<file path="src/rtl/alu_seq.sv">
// Sequential ALU: single-cycle ops via IDLE->DONE, optional WIDTH-cycle shift-and-add MUL.
// Define ALU_SEQ_MUL_EN to build the multiplier; otherwise opcode 11 reports illegal.
module alu_seq #(
  parameter int WIDTH = 8
) (
  input  logic             clk,
  input  logic             rst,
  input  logic             in_valid,
  output logic             in_ready,
  input  logic [WIDTH-1:0] a,
  input  logic [WIDTH-1:0] b,
  input  logic [3:0]       opcode,
  output logic             out_valid,
  input  logic             out_ready,
  output logic [WIDTH-1:0] result,
  output logic [3:0]       flags,
  output logic             illegal
);

`ifdef ALU_SEQ_MUL_EN
  typedef enum logic [1:0] {IDLE, MUL, DONE} state_t;
`else
  typedef enum logic {IDLE, DONE} state_t;
`endif

  typedef enum logic [3:0] {
    OP_ADD  = 4'd0,
    OP_SUB  = 4'd1,
    OP_AND  = 4'd2,
    OP_OR   = 4'd3,
    OP_XOR  = 4'd4,
    OP_NOT  = 4'd5,
    OP_SHL1 = 4'd6,
    OP_SHR1 = 4'd7,
    OP_SHLB = 4'd8,
    OP_SHRB = 4'd9,
    OP_ASRB = 4'd10,
    OP_MUL  = 4'd11
  } op_t;

  state_t state, state_nxt;
  logic   accept;

  logic [WIDTH-1:0] alu_res;
  logic             alu_c, alu_v, alu_ill;
  logic [3:0]       alu_flags;
  logic [WIDTH:0]   sum;
  logic [WIDTH:0]   shl_t, shr_t;
  logic signed [WIDTH:0] asr_t;

`ifdef ALU_SEQ_MUL_EN
  localparam int CW = $clog2(WIDTH);
  logic [2*WIDTH-1:0] mcand, acc, acc_nxt;
  logic [WIDTH-1:0]   mplier;
  logic [CW-1:0]      cnt;
  logic               mul_last;

  assign acc_nxt  = acc + (mplier[0] ? mcand : '0);
  assign mul_last = (cnt == CW'(WIDTH - 1));
`endif

  assign accept = in_valid & in_ready;

  // Shifts use a one-bit extension so the last bit shifted out lands in a fixed position.
  always_comb begin
    alu_res = '0;
    alu_c   = 1'b0;
    alu_v   = 1'b0;
    alu_ill = 1'b0;
    sum     = '0;
    shl_t   = '0;
    shr_t   = '0;
    asr_t   = '0;
    case (opcode)
      OP_ADD: begin
        sum     = {1'b0, a} + {1'b0, b};
        alu_res = sum[WIDTH-1:0];
        alu_c   = sum[WIDTH];
        alu_v   = (a[WIDTH-1] == b[WIDTH-1]) && (alu_res[WIDTH-1] != a[WIDTH-1]);
      end
      OP_SUB: begin
        sum     = {1'b0, a} - {1'b0, b};
        alu_res = sum[WIDTH-1:0];
        alu_c   = sum[WIDTH];
        alu_v   = (a[WIDTH-1] != b[WIDTH-1]) && (alu_res[WIDTH-1] != a[WIDTH-1]);
      end
      OP_AND:  alu_res = a & b;
      OP_OR:   alu_res = a | b;
      OP_XOR:  alu_res = a ^ b;
      OP_NOT:  alu_res = ~a;
      OP_SHL1: begin
        alu_res = {a[WIDTH-2:0], 1'b0};
        alu_c   = a[WIDTH-1];
      end
      OP_SHR1: begin
        alu_res = {1'b0, a[WIDTH-1:1]};
        alu_c   = a[0];
      end
      OP_SHLB: begin
        shl_t   = {1'b0, a} << b;
        alu_res = shl_t[WIDTH-1:0];
        alu_c   = shl_t[WIDTH];
      end
      OP_SHRB: begin
        shr_t   = {a, 1'b0} >> b;
        alu_res = shr_t[WIDTH:1];
        alu_c   = shr_t[0];
      end
      OP_ASRB: begin
        asr_t   = $signed({a, 1'b0}) >>> b;
        alu_res = asr_t[WIDTH:1];
        alu_c   = asr_t[0];
      end
`ifdef ALU_SEQ_MUL_EN
      OP_MUL:  alu_ill = 1'b0;
`endif
      default: alu_ill = 1'b1;
    endcase
    alu_flags = alu_ill ? 4'b0000 : {(alu_res == '0), alu_res[WIDTH-1], alu_c, alu_v};
  end

  always_ff @(posedge clk or posedge rst) begin
    if (rst) state <= IDLE;
    else     state <= state_nxt;
  end

  always_comb begin
    state_nxt = state;
    case (state)
      IDLE: begin
        if (accept) begin
`ifdef ALU_SEQ_MUL_EN
          if (opcode == OP_MUL) state_nxt = MUL;
          else                  state_nxt = DONE;
`else
          state_nxt = DONE;
`endif
        end
      end
`ifdef ALU_SEQ_MUL_EN
      MUL:     if (mul_last) state_nxt = DONE;
`endif
      DONE:    if (out_ready) state_nxt = IDLE;
      default: state_nxt = IDLE;
    endcase
  end

  always_comb begin
    in_ready  = (state == IDLE);
    out_valid = (state == DONE);
  end

  always_ff @(posedge clk or posedge rst) begin
    if (rst) begin
      result  <= '0;
      flags   <= '0;
      illegal <= 1'b0;
`ifdef ALU_SEQ_MUL_EN
      mcand   <= '0;
      mplier  <= '0;
      acc     <= '0;
      cnt     <= '0;
`endif
    end else begin
      case (state)
        IDLE: begin
          if (accept) begin
`ifdef ALU_SEQ_MUL_EN
            if (opcode == OP_MUL) begin
              mcand  <= {{WIDTH{1'b0}}, a};
              mplier <= b;
              acc    <= '0;
              cnt    <= '0;
            end else begin
              result  <= alu_res;
              flags   <= alu_flags;
              illegal <= alu_ill;
            end
`else
            result  <= alu_ill ? '0 : alu_res;
            flags   <= alu_flags;
            illegal <= alu_ill;
`endif
          end
        end
`ifdef ALU_SEQ_MUL_EN
        MUL: begin
          acc    <= acc_nxt;
          mcand  <= mcand << 1;
          mplier <= mplier >> 1;
          cnt    <= cnt + CW'(1);
          if (mul_last) begin
            result  <= acc_nxt[WIDTH-1:0];
            flags   <= {(acc_nxt[WIDTH-1:0] == '0), acc_nxt[WIDTH-1],
                        (|acc_nxt[2*WIDTH-1:WIDTH]), 1'b0};
            illegal <= 1'b0;
          end
        end
`endif
        default: ;
      endcase
    end
  end

endmodule

</file>
<file path="config.mk">
export PLATFORM = sky130hd
export DESIGN_NAME = alu_seq
export DESIGN_NICKNAME = d
export VERILOG_FILES = /design/src/rtl/alu_seq.sv
export SDC_FILE = /design/constraint.sdc
export NUM_CORES = 1
export LEC_CHECK = 0
export CAP_MARGIN = 30
export CORE_ASPECT_RATIO = 0.6
export CORE_MARGIN = 1
export CORE_UTILIZATION = 40
export CTS_CLUSTER_DIAMETER = 60
export DETAILED_ROUTE_END_ITERATION = 12
export PLACE_DENSITY_LB_ADDON = 0.1
export SLEW_MARGIN = 40
export SYNTH_ARGS = -nofsm -noshare
export SYNTH_HDL_FRONTEND = slang
export SYNTH_SLANG_ARGS = --single-unit
</file>
<file path="constraint.sdc">
create_clock -name clk -period 4.35 [get_ports clk]
set_input_delay 0.435 -clock clk [delete_from_list [all_inputs] [get_ports clk]]
set_output_delay 0.435 -clock clk [all_outputs]
set_load 0.02 [all_outputs]
</file>
Word-level counts from Yosys, hierarchy flattened
Cells that the tools add are included.
{"block": "op_classes", "addsub": 2, "n_eq_ne": 14, "n_shift": 3, "mux": 9, "bitwise_logic": 6, "reduce_logical": 6}
{"cell": "case mux 8 bit (11 select lines)", "count": 1}
{"cell": "== test 4 x 3 -> 1 bit (second input constant)", "count": 4}
{"cell": "== test 4 bit (second input constant)", "count": 3}
{"cell": "OR reduction 11 bit", "count": 1}
{"cell": "adder 8 x 8 -> 9 bit", "count": 1}
{"cell": "left shift 8 x 8 -> 9 bit", "count": 1}
{"cell": "right shift 9 x 8 -> 9 bit", "count": 1}
{"cell": ">>> shifter 9 x 8 -> 9 bit", "count": 1}
{"cell": "subtractor 8 x 8 -> 9 bit", "count": 1}
{"cell": "AND 8 bit", "count": 1}
{"cell": "== test 4 x 2 -> 1 bit (second input constant)", "count": 2}
{"cell": "zero test 8 bit", "count": 1}
{"cell": "2-to-1 mux 8 bit", "count": 1}
{"cell": "NOT 8 bit", "count": 1}
{"cell": "OR 8 bit", "count": 1}
{"cell": "XOR 8 bit", "count": 1}
{"cell": "case mux 1 bit (7 select lines)", "count": 1}
{"cell": "== test 4 x 1 -> 1 bit (second input constant)", "count": 1}
{"cell": "zero test 4 bit", "count": 1}
{"cell": "2-to-1 mux 4 bit", "count": 1}
{"cell": "case mux 1 bit (2 select lines)", "count": 2}
{"cell": "2-to-1 mux 1 bit", "count": 3}
{"cell": "inequality test 1 bit", "count": 3}
{"cell": "logical AND 1 bit", "count": 2}
{"cell": "other kinds (4)", "count": 4}
{"block": "word_totals", "reg_bits": 14, "output_inout_bits": 15}

Depth between registers and ports, before layout
Gate-level depths: netlist of run 1.
{"block": "logic_depth", "depth_word": 5, "depth_mapped": 12, "mapped_depth_nobuf": 11}

Least setup slack after synthesis of run 1
Ideal clock, no wire load.
{"block": "synth_timing", "path_type": "input to register", "from": "input port a[3]", "to": "register flags[3]", "setup_ns": 0.104, "arrival_time_ns": 2.701, "t_required_ns": 4.246, "slack_ns": 1.546, "path_stages": 11, "cell_sequence": "clkbuf_1 -> inv_1 -> ha_1 -> clkbuf_1 -> a21oi_1 -> a21o_1 -> and4_1 -> or4_1 -> a211oi_2 -> nand4_1 -> o41ai_2"}
{"block": "synth_via", "elab_chain_len": 4, "word_cells_on_any_way": 12, "classes_between": "add/sub: 2; shift: 3; mux: 2; bitwise: 4; reduce/logical: 1"}
{"item": "start: declaration", "line_no": "10", "source": "input logic [WIDTH-1:0] a,"}
{"item": "subtractor 8 x 8 -> 9 bit (tied with other cells)", "line_no": "82", "source": "sum = {1'b0, a} - {1'b0, b};"}
{"item": "case mux 8 bit (11 select lines) *", "line_no": "74", "source": "case (opcode)"}
{"item": "zero test 8 bit *", "line_no": "119", "source": "alu_flags = alu_ill ? 4'b0000 : {(alu_res == '0), alu_res[WIDTH-1], alu_c, alu_v};"}
{"item": "2-to-1 mux 4 bit *", "line_no": "119"}
{"item": "end signal: assignment", "line_no": "181", "source": "flags <= alu_flags;"}
{"item": "end: declaration", "line_no": "16", "source": "output logic [3:0] flags,"}
Mark *: on every way between the ends. The rest lies on a longest branch, timed or not.
A chain may end at the register's enable or synchronous reset.

Final worst setup path of run 1
{"block": "layout_timing", "from": "input port a[0]", "to": "register flags[3]"}
Same word-level chain as after synthesis.

==> results of run 1 <==
power by group:
group	leakage [µW]	switching, µW	internal [µW]	total, µW
Clock	0.0000382	50.6	124	174
Combinational	0.00122	246	183	429
Sequential	0.000167	14.4	145	160
layer usage:
metal | vias to the layer above | share of wire | track usage
li1 | 1512 | - | -
met1 | 1554 | 0.49 | 0.4456
met2 | 208 | 0.37 | 0.3796
met3 | 12 | 0.14 | 0.09441
met4 | 0 | 0.0061 | 0.01809
met5 | - | 0 | 0
worst min-delay path, stage by stage, from the launching register on:
cell     delay [ns]
dfrtp_1        0.34
nand2_1        0.05
o21ai_0        0.06
kinds of logic (layout without fill, tap and decap cells):
family	after synthesis	in the layout	synth area share
AO/OA/AOI/OAI	134	134	0.3209
AND/OR/NAND/NOR	123	123	0.2204
buffers and inverters	65	88	0.09241
multiplexers	28	28	0.1348
adder cells (fa/ha/maj)	26	26	0.1153
flip-flops	13	13	0.1102
XOR/XNOR	2	2	0.005936
state kept, by name, summed over array words and instances (netlist names):
register	count
flags	4
illegal	1
out_valid	1
result	7
worst paths after layout:
check / startpoint / to / slack [ns] / cells past startpoint
max: a[0] / flags[3] / 0.89 / 12
min: result[3] / result[3] / 0.49 / 2
max reg2reg: out_valid / flags[3] / 2.24 / 7
min reg2reg: result[3] / result[3] / 0.49 / 2
max in group asynchronous: rst / result[1] / 3.49 / 2
min in group asynchronous: rst / flags[0] / 0.52 / 2
metrics by stage:
stage | instances | power, µW | instance area, µm² | setup WS (ns) | hold WS [ns]
after floorplan | 391 | 420.9 | 2952 | 1.546 | 0.3120
after global placement | 497 | 580.4 | 3408 | 0.8716 | 0.4703
after detailed placement | 497 | 580.5 | 3415 | 0.6743 | 0.4773
after CTS | 501 | 759.8 | 3493 | 0.9424 | 0.4900
after global routing | 501 | 808.2 | 3488 | 0.6000 | 0.5130
final | 501 | 763.1 | 3488 | 0.8926 | 0.4931
final cells by class:
cell class | instances | area share
inverters | 28 | 0.03013
well taps | 87 | 0.03121
multi-input cells | 313 | 0.6765
repair buffers | 56 | 0.1463
flip-flops and latches | 13 | 0.09326
clock buffers | 4 | 0.02260
cell usage after synthesis (all sizes together) (7+ instances only):
master,count,share of area
clkbuf,19,0.024
a211oi,7,0.019
nand2,30,0.038
nand2b,11,0.023
o211ai,9,0.023
and2,8,0.017
a21oi,23,0.039
buf,18,0.033
dfrtp,13,0.11
nor3,9,0.015
nand3,10,0.017
o21ai,29,0.050
nor2,23,0.030
ha,24,0.10
inv,28,0.036
mux4,9,0.069
mux2i,15,0.051
==> results.ini, run 1 <==
[status]
outcome=finished, final reports clean

[detailed_routing]
drcViolationCount=0
wire_per_inst_um=21.36
vias_per_cell=6.559
detail-route-antenna-nets=0
vias=3286
drt_iter0_markers=485
drt_pass1_iterations=6
totalWireLength_um=10700

[cts]
cts_hold_buf=0
post-cts-setup-buffer-count=0
clockBufferDepth=2
worstSkewPairLatency_ns=0.24
cts_max_level=1
cts_tree=built
cts_buffers=3
cts_resized=0
path_clk_slew_ns=0.05
cts_root_buffer=clkbuf_16
clock_sinks=13

[floorplanning]
dieArea_mm2=0.007738
core.rowCount=23
start_util=0.4274
core_mm2=0.006907
die_w_um=112.9
ios=39
die_y_um=68.54

[sta]
rsz0062_at_grt=no
fin_crit_ns=3.457
period_share=0.7948
max_freq_mhz=289.2
fin_tns_setup_ns=0
finalHoldViolCount=0
skew_ns=0.001508
tightest_slew_ns=0.7210
final_max_slew_viol_count=0
report.final.setup_viol=0
slew_headroom=0.5178

[setup_path]
crit_path_cell_trace=clkdlybuf4s50_1 > inv_1 > ha_1 > inv_1 > fa_1 > nor2b_1 > o21ai_0 > a221oi_1 > a21oi_1 > a2111oi_0 > nand4_1 > o41ai_2
timing_worst_setup_path_type=input pin to flip-flop
end_kind=flip-flop
crit_buf_inv=3
cpMaxStageDelayCell=clkdlybuf4s50_1
critPathMostFrequentCell=inv_1
cp-start-kind=input pin
crit_required_ns=4.49
path_max_fanout=11
crit_family=compound AO/OA/AOI/OAI gates
cpPeakStageDelay_ns=0.75
cp.arrival_ns=3.60

[finish]
num_antenna_cells=0
fin_util=0.5051
nets=465
fill_cells=673
area.growth.synth_to_final_pct=18.19
multi_input_area_mm2=0.002360
regArea_um2=325.3
most-common-layout-cells=37 x clkdlybuf4s50_1, 30 x nand2_1, 28 x o21ai_0, 27 x inv_1, 24 x ha_1
drive_gt1_frac=0.1159
final_common_cell=clkdlybuf4s50_1

[yosys]
synth-seq-cells=13
yosys_most_used_dff=dfrtp_1
avgSynthCellArea_um2=7.549
yosysWarnings=0
netlist_instances=391
synth_edf_count=0
synth_nets=441
ys_seq_area_frac=0.1102
ys_async_sr_fraction=1.000
syn_area_mm2=0.002952
synthDistinctLibCells=71

[min_path]
hp-class=flip-flop to flip-flop

[place]
hpwl_um=8418
gp_congestion=1.032
portBuffers=38

[global_route]
grt_use_total=0.2855
gr-total-overflow=0
grt_pass1_vias=2898
grt_start_max_net_pins=32
antenna_found_initial=0
grt_pass1_wl_um=16660

[power_and_ir_drop]
p_leak_uw=0.001429
irDropWorstVdd_mv=0.1276
power.density_mw_per_mm2=218.8

[flow_run]
max_cap_viol_count=0

Power figures use the tool's default switching activity.
==> run 2: changes to the inputs <==
==> constraint.sdc (replaced) <==
create_clock -name clk -period 3.45 [get_ports clk]
set_input_delay 0.345 -clock clk [delete_from_list [all_inputs] [get_ports clk]]
set_output_delay 0.345 -clock clk [all_outputs]
set_load 0.02 [all_outputs]
==> results.ini, run 2 (same netlist as run 1, synthesis figures left out) <==
[status]
outcome=finished, final reports clean

[cts]
clock_sinks=13
cts_resized=0
post-cts-setup-buffer-count=0
cts_max_level=1
clockBufferDepth=2
cts_buffers=3
path_clk_slew_ns=0.05
cts_tree=built
cts_root_buffer=clkbuf_16
worstSkewPairLatency_ns=0.24
cts_hold_buf=0

[finish]
drive_gt1_frac=0.1606
regMostFlops=result
num_antenna_cells=0
fin_util=0.5342
area.growth.synth_to_final_pct=25.01
reg.largest.list=result (7), flags (4)
most-common-layout-cells=38 x clkdlybuf4s50_1, 38 x buf_4, 30 x nand2_1, 28 x o21ai_0, 27 x inv_1
fill_cells=676
largest_reg_flops=7
layoutNonFillerInstCount=523
finalInstanceArea_mm2=0.003690
nets=487

[flow_run]
max_cap_viol_count=0

[global_route]
met2_usage=0.4259
grt_pass1_wl_um=18350
grt_pass1_vias=3105
use_met3=0.1224
gr-total-overflow=0
top_usage_layer=met1
grt_use_total=0.3179
gr-usage-met1=0.4827
antenna_found_initial=0
grt_start_max_net_pins=33

[detailed_routing]
drt_pass1_iterations=5
totalWireLength_um=11720
vias_per_cell=6.509
vias=3404
drcViolationCount=0
wire_per_inst_um=22.42
drt_iter0_markers=404
detail-route-antenna-nets=0

[place]
gp_congestion=0.9787
place_inst=519
hpwl_um=9365
pre_cts_ws_ns=0.1959
dpl-instance-area_mm2=0.003611
portBuffers=38

[floorplanning]
dieArea_mm2=0.007738
start_util=0.4274
ios=39
core_mm2=0.006907
die_w_um=112.9
die_y_um=68.54
core.rowCount=23

[setup_path]
crit_path_cell_trace=clkdlybuf4s50_1 > buf_4 > fa_1 > nor2b_1 > o211ai_1 > a211oi_1 > or4_1 > a211oi_2 > nand4_1 > o41ai_2
cp-start-kind=input pin
reg2reg_depth=6
crit_family=compound AO/OA/AOI/OAI gates
cpMaxStageDelayCell=clkdlybuf4s50_1
path_max_fanout=8
cp.arrival_ns=3.19
timing_worst_setup_path_type=input pin to flip-flop
cpPeakStageDelay_ns=0.56
crit_required_ns=3.59
cp.depth=10
crit_buf_inv=2
end_kind=flip-flop

[sta]
finalHoldViolCount=0
rsz0062_at_grt=no
slew_headroom=0.5133
setup_ws_ns=0.4044
report.final.setup_viol=0
max_freq_mhz=328.3
tightest_slew_ns=0.7202
fin_tns_setup_ns=0
fin_crit_ns=3.046
period_share=0.8828
skew_ns=0.001184
final_max_slew_viol_count=0

[min_path]
hp-class=input pin to async pin

[power_and_ir_drop]
power.density_mw_per_mm2=273.5
irDropWorstVdd_mv=0.2576
p_leak_uw=0.001546

==> run 2: cell types whose count changed in the layout (fill, tap and decap cells not counted) <==
cell | previous run | this run
buf_12 | 0 | 2
buf_2 | 1 | 0
buf_4 | 18 | 38
clkdlybuf4s50_1 | 37 | 38
nor4_1 | 1 | 0
nor4_2 | 1 | 2
==> run 2: final cells by class <==
class / count / area (µm²) / share of cell area
inverters: 28 / 105.1 / 0.02848
multi-input cells: 313 / 2366 / 0.6412
well taps: 87 / 108.9 / 0.02950
flip-flops and latches: 13 / 325.3 / 0.08817
clock buffers: 4 / 78.83 / 0.02136
repair buffers: 78 / 705.7 / 0.1913
==> run 2: final timing paths <==
check	startpoint	endpoint	slack [ns]
worst min-delay path	rst	illegal	0.44
worst min register to register	flags[3]	flags[3]	0.49
worst max register to register	out_valid	flags[1]	2.02
worst max-delay path	a[1]	flags[3]	0.40
min in group clk	flags[3]	flags[3]	0.49
max in group asynchronous	rst	result[4]	2.66
==> run 2: report_power, final <==
part / switching, µW / internal [µW] / leakage (µW)
combinational: 328 / 258 / 0.00134
sequential: 18.5 / 183 / 0.000167
clock: 65.6 / 156 / 0.0000382
total: 412 / 598 / 0.00155
==> run 2: per-layer routing <==
metal,up-vias,part of all wire
li1,1555,-
met1,1606,0.47
met2,234,0.37
met3,9,0.15
met4,0,0.0072
met5,-,0
==> run 2: per-stage QoR <==
step	hold WS [ns]	total power (µW)
5_1_grt	0.4864	1068
2_1_floorplan	0.2220	530.7
4_1_cts	0.4494	998.1
3_5_place_dp	0.4631	772.5
6_report	0.4374	1009
3_3_place_gp	0.4702	775.6
==> run 2: worst reg2reg max path: stages (launching register included) <==
cell	delay (ns)
dfrtp_1	0.37
inv_1	0.10
nand2_1	0.10
buf_4	0.21
a311oi_1	0.22
o211ai_1	0.14
o21a_1	0.18
